File: src/rtl/vga_pkg.sv
// Shared definitions for the VGA plot scheduler: FSM encodings, default
// screen geometry and the packed plot-entry width helper.
package vga_pkg;

  typedef enum logic [1:0] {
    ST_IDLE  = 2'd0,
    ST_DRAIN = 2'd1,
    ST_CLEAR = 2'd2
  } sched_state_t;

  localparam int X_MAX_DEF   = 160;
  localparam int Y_MAX_DEF   = 120;
  localparam int COORD_Y_LSB = 8;

  function automatic int entry_w(input int xb, input int yb, input int cb);
    return xb + yb + cb;
  endfunction

endpackage

File: src/rtl/plot_fifo.sv
// Small synchronous FIFO holding packed plot entries; head is the oldest
// entry and is valid whenever empty is low.
module plot_fifo #(
  parameter int DEPTH = 4,
  parameter int WIDTH = 18
) (
  input  logic             clock,
  input  logic             reset,
  input  logic             push,
  input  logic             pop,
  input  logic [WIDTH-1:0] din,
  output logic             full,
  output logic             empty,
  output logic [WIDTH-1:0] head
);

  localparam int PTR_W = $clog2(DEPTH);
  localparam int CNT_W = PTR_W + 1;

  logic [WIDTH-1:0] mem_q [DEPTH];
  logic [PTR_W-1:0] wr_ptr_q, wr_ptr_d, rd_ptr_q, rd_ptr_d;
  logic [CNT_W-1:0] count_q, count_d;
  logic             do_push, do_pop;

  // A push into a full FIFO is refused even when a pop frees a slot this cycle.
  assign do_push = push & ~full;
  assign do_pop  = pop & ~empty;

  always_comb begin
    wr_ptr_d = wr_ptr_q + PTR_W'(do_push);
    rd_ptr_d = rd_ptr_q + PTR_W'(do_pop);
    count_d  = count_q;
    case ({do_push, do_pop})
      2'b10:   count_d = count_q + 1'b1;
      2'b01:   count_d = count_q - 1'b1;
      default: count_d = count_q;
    endcase
  end

  always_ff @(posedge clock or posedge reset) begin
    if (reset) begin
      wr_ptr_q <= '0;
      rd_ptr_q <= '0;
      count_q  <= '0;
    end else begin
      wr_ptr_q <= wr_ptr_d;
      rd_ptr_q <= rd_ptr_d;
      count_q  <= count_d;
    end
  end

  always_ff @(posedge clock) begin
    if (do_push) mem_q[wr_ptr_q] <= din;
  end

  assign head  = mem_q[rd_ptr_q];
  assign full  = (count_q == CNT_W'(DEPTH));
  assign empty = (count_q == '0);

endmodule

File: src/rtl/vga_plot_scheduler.sv
// Queues pixel plots and full-screen clears, and feeds them one pixel per
// transfer to the framebuffer adapter over a valid/ready output stage.
module vga_plot_scheduler
  import vga_pkg::*;
#(
  parameter int X_BITS      = 8,
  parameter int Y_BITS      = 7,
  parameter int COLOR_BITS  = 3,
  parameter int X_MAX       = X_MAX_DEF,
  parameter int Y_MAX       = Y_MAX_DEF,
  parameter int DEPTH       = 4,
  parameter int CLEAR_COLOR = 0
) (
  input  logic                  clock,
  input  logic                  reset,
  input  logic                  plot_req,
  input  logic [15:0]           plot_coord,
  input  logic [15:0]           plot_color,
  input  logic                  clear_req,
  output logic [X_BITS-1:0]     vga_x,
  output logic [Y_BITS-1:0]     vga_y,
  output logic [COLOR_BITS-1:0] vga_color,
  output logic                  vga_write,
  input  logic                  vga_ready,
  output logic                  fifo_full,
  output logic                  busy,
  output logic                  overflow
);

  localparam int ENTRY_W = entry_w(X_BITS, Y_BITS, COLOR_BITS);

  sched_state_t          state_q, state_d;
  logic [X_BITS-1:0]     cx_q, cx_d, x_q, x_d;
  logic [Y_BITS-1:0]     cy_q, cy_d, y_q, y_d;
  logic [COLOR_BITS-1:0] color_q, color_d;
  logic                  write_q, write_d;
  logic                  clear_pending_q, clear_pending_d;
  logic                  overflow_q, overflow_d;
  logic                  start_clear, can_load;

  logic [ENTRY_W-1:0]    fifo_din, fifo_head;
  logic                  fifo_push, fifo_pop, fifo_empty;
  logic                  unused_in;

  assign fifo_din  = {plot_coord[X_BITS-1:0],
                      plot_coord[COORD_Y_LSB+Y_BITS-1:COORD_Y_LSB],
                      plot_color[COLOR_BITS-1:0]};
  assign fifo_push = plot_req & ~fifo_full;
  assign unused_in = ^{plot_coord, plot_color};

  plot_fifo #(
    .DEPTH (DEPTH),
    .WIDTH (ENTRY_W)
  ) u_fifo (
    .clock (clock),
    .reset (reset),
    .push  (fifo_push),
    .pop   (fifo_pop),
    .din   (fifo_din),
    .full  (fifo_full),
    .empty (fifo_empty),
    .head  (fifo_head)
  );

  // The output stage is free when empty or when its pixel transfers this edge.
  assign can_load = ~write_q | vga_ready;

  always_comb begin
    state_d     = state_q;
    cx_d        = cx_q;
    cy_d        = cy_q;
    x_d         = x_q;
    y_d         = y_q;
    color_d     = color_q;
    write_d     = write_q;
    fifo_pop    = 1'b0;
    start_clear = 1'b0;
    case (state_q)
      ST_IDLE, ST_DRAIN: begin
        if (!fifo_empty) begin
          state_d = ST_DRAIN;
          if (can_load) begin
            fifo_pop = 1'b1;
            write_d  = 1'b1;
            x_d      = fifo_head[ENTRY_W-1 -: X_BITS];
            y_d      = fifo_head[COLOR_BITS +: Y_BITS];
            color_d  = fifo_head[COLOR_BITS-1:0];
          end
        end else begin
          state_d = ST_IDLE;
          if (can_load) write_d = 1'b0;
          // Queued plots always win over a pending clear.
          if (state_q == ST_IDLE && clear_pending_q) begin
            state_d     = ST_CLEAR;
            cx_d        = '0;
            cy_d        = '0;
            start_clear = 1'b1;
          end
        end
      end
      ST_CLEAR: begin
        if (can_load) begin
          write_d = 1'b1;
          x_d     = cx_q;
          y_d     = cy_q;
          color_d = COLOR_BITS'(CLEAR_COLOR);
          if (cx_q == X_BITS'(X_MAX - 1)) begin
            cx_d = '0;
            if (cy_q == Y_BITS'(Y_MAX - 1)) state_d = ST_IDLE;
            else                           cy_d    = cy_q + 1'b1;
          end else begin
            cx_d = cx_q + 1'b1;
          end
        end
      end
      default: state_d = ST_IDLE;
    endcase
    clear_pending_d = (clear_pending_q & ~start_clear) |
                      (clear_req & (state_q != ST_CLEAR));
    overflow_d      = overflow_q | (plot_req & fifo_full);
  end

  always_ff @(posedge clock or posedge reset) begin
    if (reset) begin
      state_q         <= ST_IDLE;
      cx_q            <= '0;
      cy_q            <= '0;
      x_q             <= '0;
      y_q             <= '0;
      color_q         <= '0;
      write_q         <= 1'b0;
      clear_pending_q <= 1'b0;
      overflow_q      <= 1'b0;
    end else begin
      state_q         <= state_d;
      cx_q            <= cx_d;
      cy_q            <= cy_d;
      x_q             <= x_d;
      y_q             <= y_d;
      color_q         <= color_d;
      write_q         <= write_d;
      clear_pending_q <= clear_pending_d;
      overflow_q      <= overflow_d;
    end
  end

  assign vga_x     = x_q;
  assign vga_y     = y_q;
  assign vga_color = color_q;
  assign vga_write = write_q;
  assign overflow  = overflow_q;
  assign busy      = ~fifo_empty | write_q | clear_pending_q | (state_q == ST_CLEAR);

endmodule

File: config.mk
export PLATFORM = sky130hd
export DESIGN_NAME = vga_plot_scheduler
export DESIGN_NICKNAME = d
export VERILOG_FILES = /design/src/rtl/vga_pkg.sv /design/src/rtl/plot_fifo.sv /design/src/rtl/vga_plot_scheduler.sv
export SDC_FILE = /design/constraint.sdc
export NUM_CORES = 1
export LEC_CHECK = 0
export BUFFER_PORTS_ARGS = -buffer_cell sky130_fd_sc_hd__buf_4
export CAP_MARGIN = 20
export CELL_PAD_IN_SITES_DETAIL_PLACEMENT = 1
export CELL_PAD_IN_SITES_GLOBAL_PLACEMENT = 2
export CORE_MARGIN = 2
export CORE_UTILIZATION = 41
export DETAILED_ROUTE_END_ITERATION = 8
export GPL_TIMING_DRIVEN = 0
export PLACE_DENSITY_LB_ADDON = 0.1
export SYNTH_ARGS = -nofsm -noshare
export SYNTH_HDL_FRONTEND = slang
export SYNTH_SLANG_ARGS = --single-unit
File: constraint.sdc
create_clock -name clock -period 3.6 [get_ports clock]
set_input_delay 0.54 -clock clock [delete_from_list [all_inputs] [get_ports clock]]
set_output_delay 0.54 -clock clock [all_outputs]
set_load 0.01 [all_outputs]
==> impl_metrics.ini <==
[setup_path]
worstPathRequired_ns = 3.06
start_kind = flop
reg2reg_slack_ns = 1.28
crit_path_end_kind = output pin
critical_path_class = reg2out
arrival_ns = 1.90
path_max_fanout = 5

[clocking]
hold_buffers = 0
root_buffer = clkbuf_16
cts_tree = built
cts_buffers = 17
cts.sinks = 117
ctsResizeCount = 0
cts_setup_buffers = 0
clock_path_buffers = 2
h-tree-depth = 4
path_clk_slew_ns = 0.06
clk_latency_ns = 0.41

[floorplanning]
rows = 40
die_h_um = 115
core_area_um2 = 12000
die_w_um = 115
pin_count = 59
initial_utilization = 0.420
fp.dieArea_um2 = 13100

[placement]
hpwl_um = 7690
io_buffers = 44
globalplace.congestion = 0.813
place_area_um2 = 5610
pre_cts_ws_ns = 1.17

[synth]
yosysUniqueCellTypes = 55
synth_edf_count = 72
syn_area_per_cell_um2 = 15.0
synth-seq-cells = 117
synthArstFlopShare = 0.385
netlist_area_um2 = 5020
syn_nets = 377
synth_cells = 334
synth_flop_cell = edfxtp_1
synth_warnings = 0
seq_area_frac_synth = 0.655

[timing]
slew_headroom = 0.324
fin_skew_ns = 0.00724
setup_ws_ns = 1.16
hold_viol_final = 0
fin_hold_ws_ns = 0.152
setup_viol = 0
max_freq_ghz = 0.410
drv_slew = 0
fin_crit_sh = 0.677
worst_slew_pin_slew_ns = 1.01
layout_min_cycle_time_ns = 2.44
fin_tns_setup_ns = 0
rsz0062_at_grt = false

[routing]
drtIter0Drc = 116
vias = 2984
first_pass_iters = 4
wl_per_cell_um = 19.4
via_per_inst = 5.32
ant_nets = 0
drc_errors = 0
wl_um = 10900

[cells_and_area]
nets = 444
multiInputGateArea_um2 = 1610
n_antenna_cell = 0
stdcell_area_um2 = 6190
drive_gt1_frac = 0.324
seq_area_um2 = 3290
area_growth_pct = 23.3
nFillCells = 1172

[global_route]
grt_overflow = 0
grtUsageTotal = 0.183
grt_max_degree = 27
grt_pass1_wl_um = 17400
antenna_found_initial = 0
grt_pass1_vias = 3269

[pwr]
power_density_nw_per_um2 = 682
leakage_nw = 2.44
ir_drop_uv = 455

[status]
status = finished clean

[flow_run]
drv_cap = 0

[min_path]
hold_path_class = in2async
[worst paths after layout]
check                                                      to                          start  cells after the start
worst min-delay path                      cy_q[4]$_DFFE_PP0P_                          reset                      2
worst max-delay path                                     busy  u_fifo.count_q[0]$_DFFE_PP0P_                      3
worst min register to register             overflow$_DFF_PP0_             overflow$_DFF_PP0_                      1
max in group asynchronous                 cx_q[5]$_DFFE_PP0P_                          reset                      3
min in group clock                      vga_write$_DFFE_PP0P_                      vga_ready                      2
worst max register to register  u_fifo.count_q[2]$_DFFE_PP0P_          vga_write$_DFFE_PP0P_                      8
[critical path: stages (launching register included)]
cell and delay (ns):
dfrtp_1 0.45, or3_1 0.40, or4_1 0.48, buf_4 0.16
[cells in the final DEF (no fill, tap or decap), types with 5 or more instances in the layout]
cell	netlist	routed
a21oi_1	7	7
mux2_4	10	10
edfxtp_1	72	72
a31oi_1	5	5
o21ai_0	19	19
nand2_1	51	51
ha_1	5	5
buf_4	0	44
clkbuf_16	0	17
dfrtp_1	45	45
inv_1	12	11
nor2_1	7	6
buf_2	7	7
mux4_2	18	18
mux2_2	6	6
[layer usage]
layer,routed length (um),vias up,GRT usage
met5,0,-,0
met4,128,0,0.0683
met3,376,12,0.0545
met2,5660,51,0.308
met1,4720,1515,0.223
li1,-,1406,-
[final cells by class]
type / count / area share
Buffer: 13 / 0.0146
Clock buffer: 21 / 0.0728
Clock inverter: 11 / 0.0206
Inverter: 12 / 0.00728
Multi-Input combinational cell: 192 / 0.260
Sequential cell: 117 / 0.531
Tap cell: 147 / 0.0297
Timing Repair Buffer: 48 / 0.0639
[power breakdown]
| part | switching [mW] | internal [mW] |
|---|---|---|
| clock network | 0.591 | 1.04 |
| logic | 0.360 | 0.339 |
| registers | 0.162 | 1.73 |
[cell families (layout without fill, tap and decap cells)]
group                    count (synthesis)  count (layout)  synth area share
adder cells (fa/ha/maj)                  6               6            0.0165
multiplexers                            36              36             0.128
buffers and inverters                   25             105            0.0269
XOR/XNOR                                 5               5           0.00872
AO/OA/AOI/OAI                           52              52            0.0678
AND/OR/NAND/NOR                         93              93            0.0970
flip-flops                             117             117             0.655
[per-stage QoR]
stage | total power, mW | utilization | std cells
detailed placement | 2.63 | 0.469 | 529
finish | 4.22 | 0.517 | 561
global route | 4.42 | 0.517 | 561
floorplan | 2.32 | - | 334
global placement | 2.56 | 0.463 | 525
CTS | 4.28 | 0.517 | 561
[cells in the mapped netlist (all sizes together) (2+ instances only)]
cell type	n	share of area
edfxtp	72	0.43
nand2	51	0.038
dfrtp	45	0.22
o21ai	19	0.019
mux4	18	0.081
mux2	16	0.043
inv	12	0.0090
buf	11	0.016
nor2	9	0.0087
a21oi	7	0.0070
a31oi	5	0.0062
ha	5	0.012
nor3	5	0.0095
and3	4	0.0050
nand2b	4	0.0050
nand4	4	0.0050
xor2	4	0.0070
a22o	3	0.0052
nor3b	3	0.0045
a211oi	2	0.0030
a2bb2oi	2	0.0035
clkbuf	2	0.0017
mux2i	2	0.0040
nand3	2	0.0020
nor2b	2	0.0030
nor4	2	0.0055
o21a	2	0.0030
o22ai	2	0.0025
o41ai	2	0.0035
or4	2	0.0030
[sequential cells by signal (all words and copies together), names as in the netlist]
| name | count |
|---|---|
| clear_pending_q | 1 |
| vga_write | 1 |
| u_fifo.count_q | 3 |
| u_fifo.rd_ptr_q | 2 |
| state_q | 2 |
| cx_q | 8 |
| u_fifo.wr_ptr_q | 2 |
| u_fifo.mem_q | 72 |
| cy_q | 7 |
| overflow | 1 |
| vga_x | 8 |
| vga_color | 3 |
| vga_y | 7 |
No activity file was read; power rests on OpenSTA's default activity.
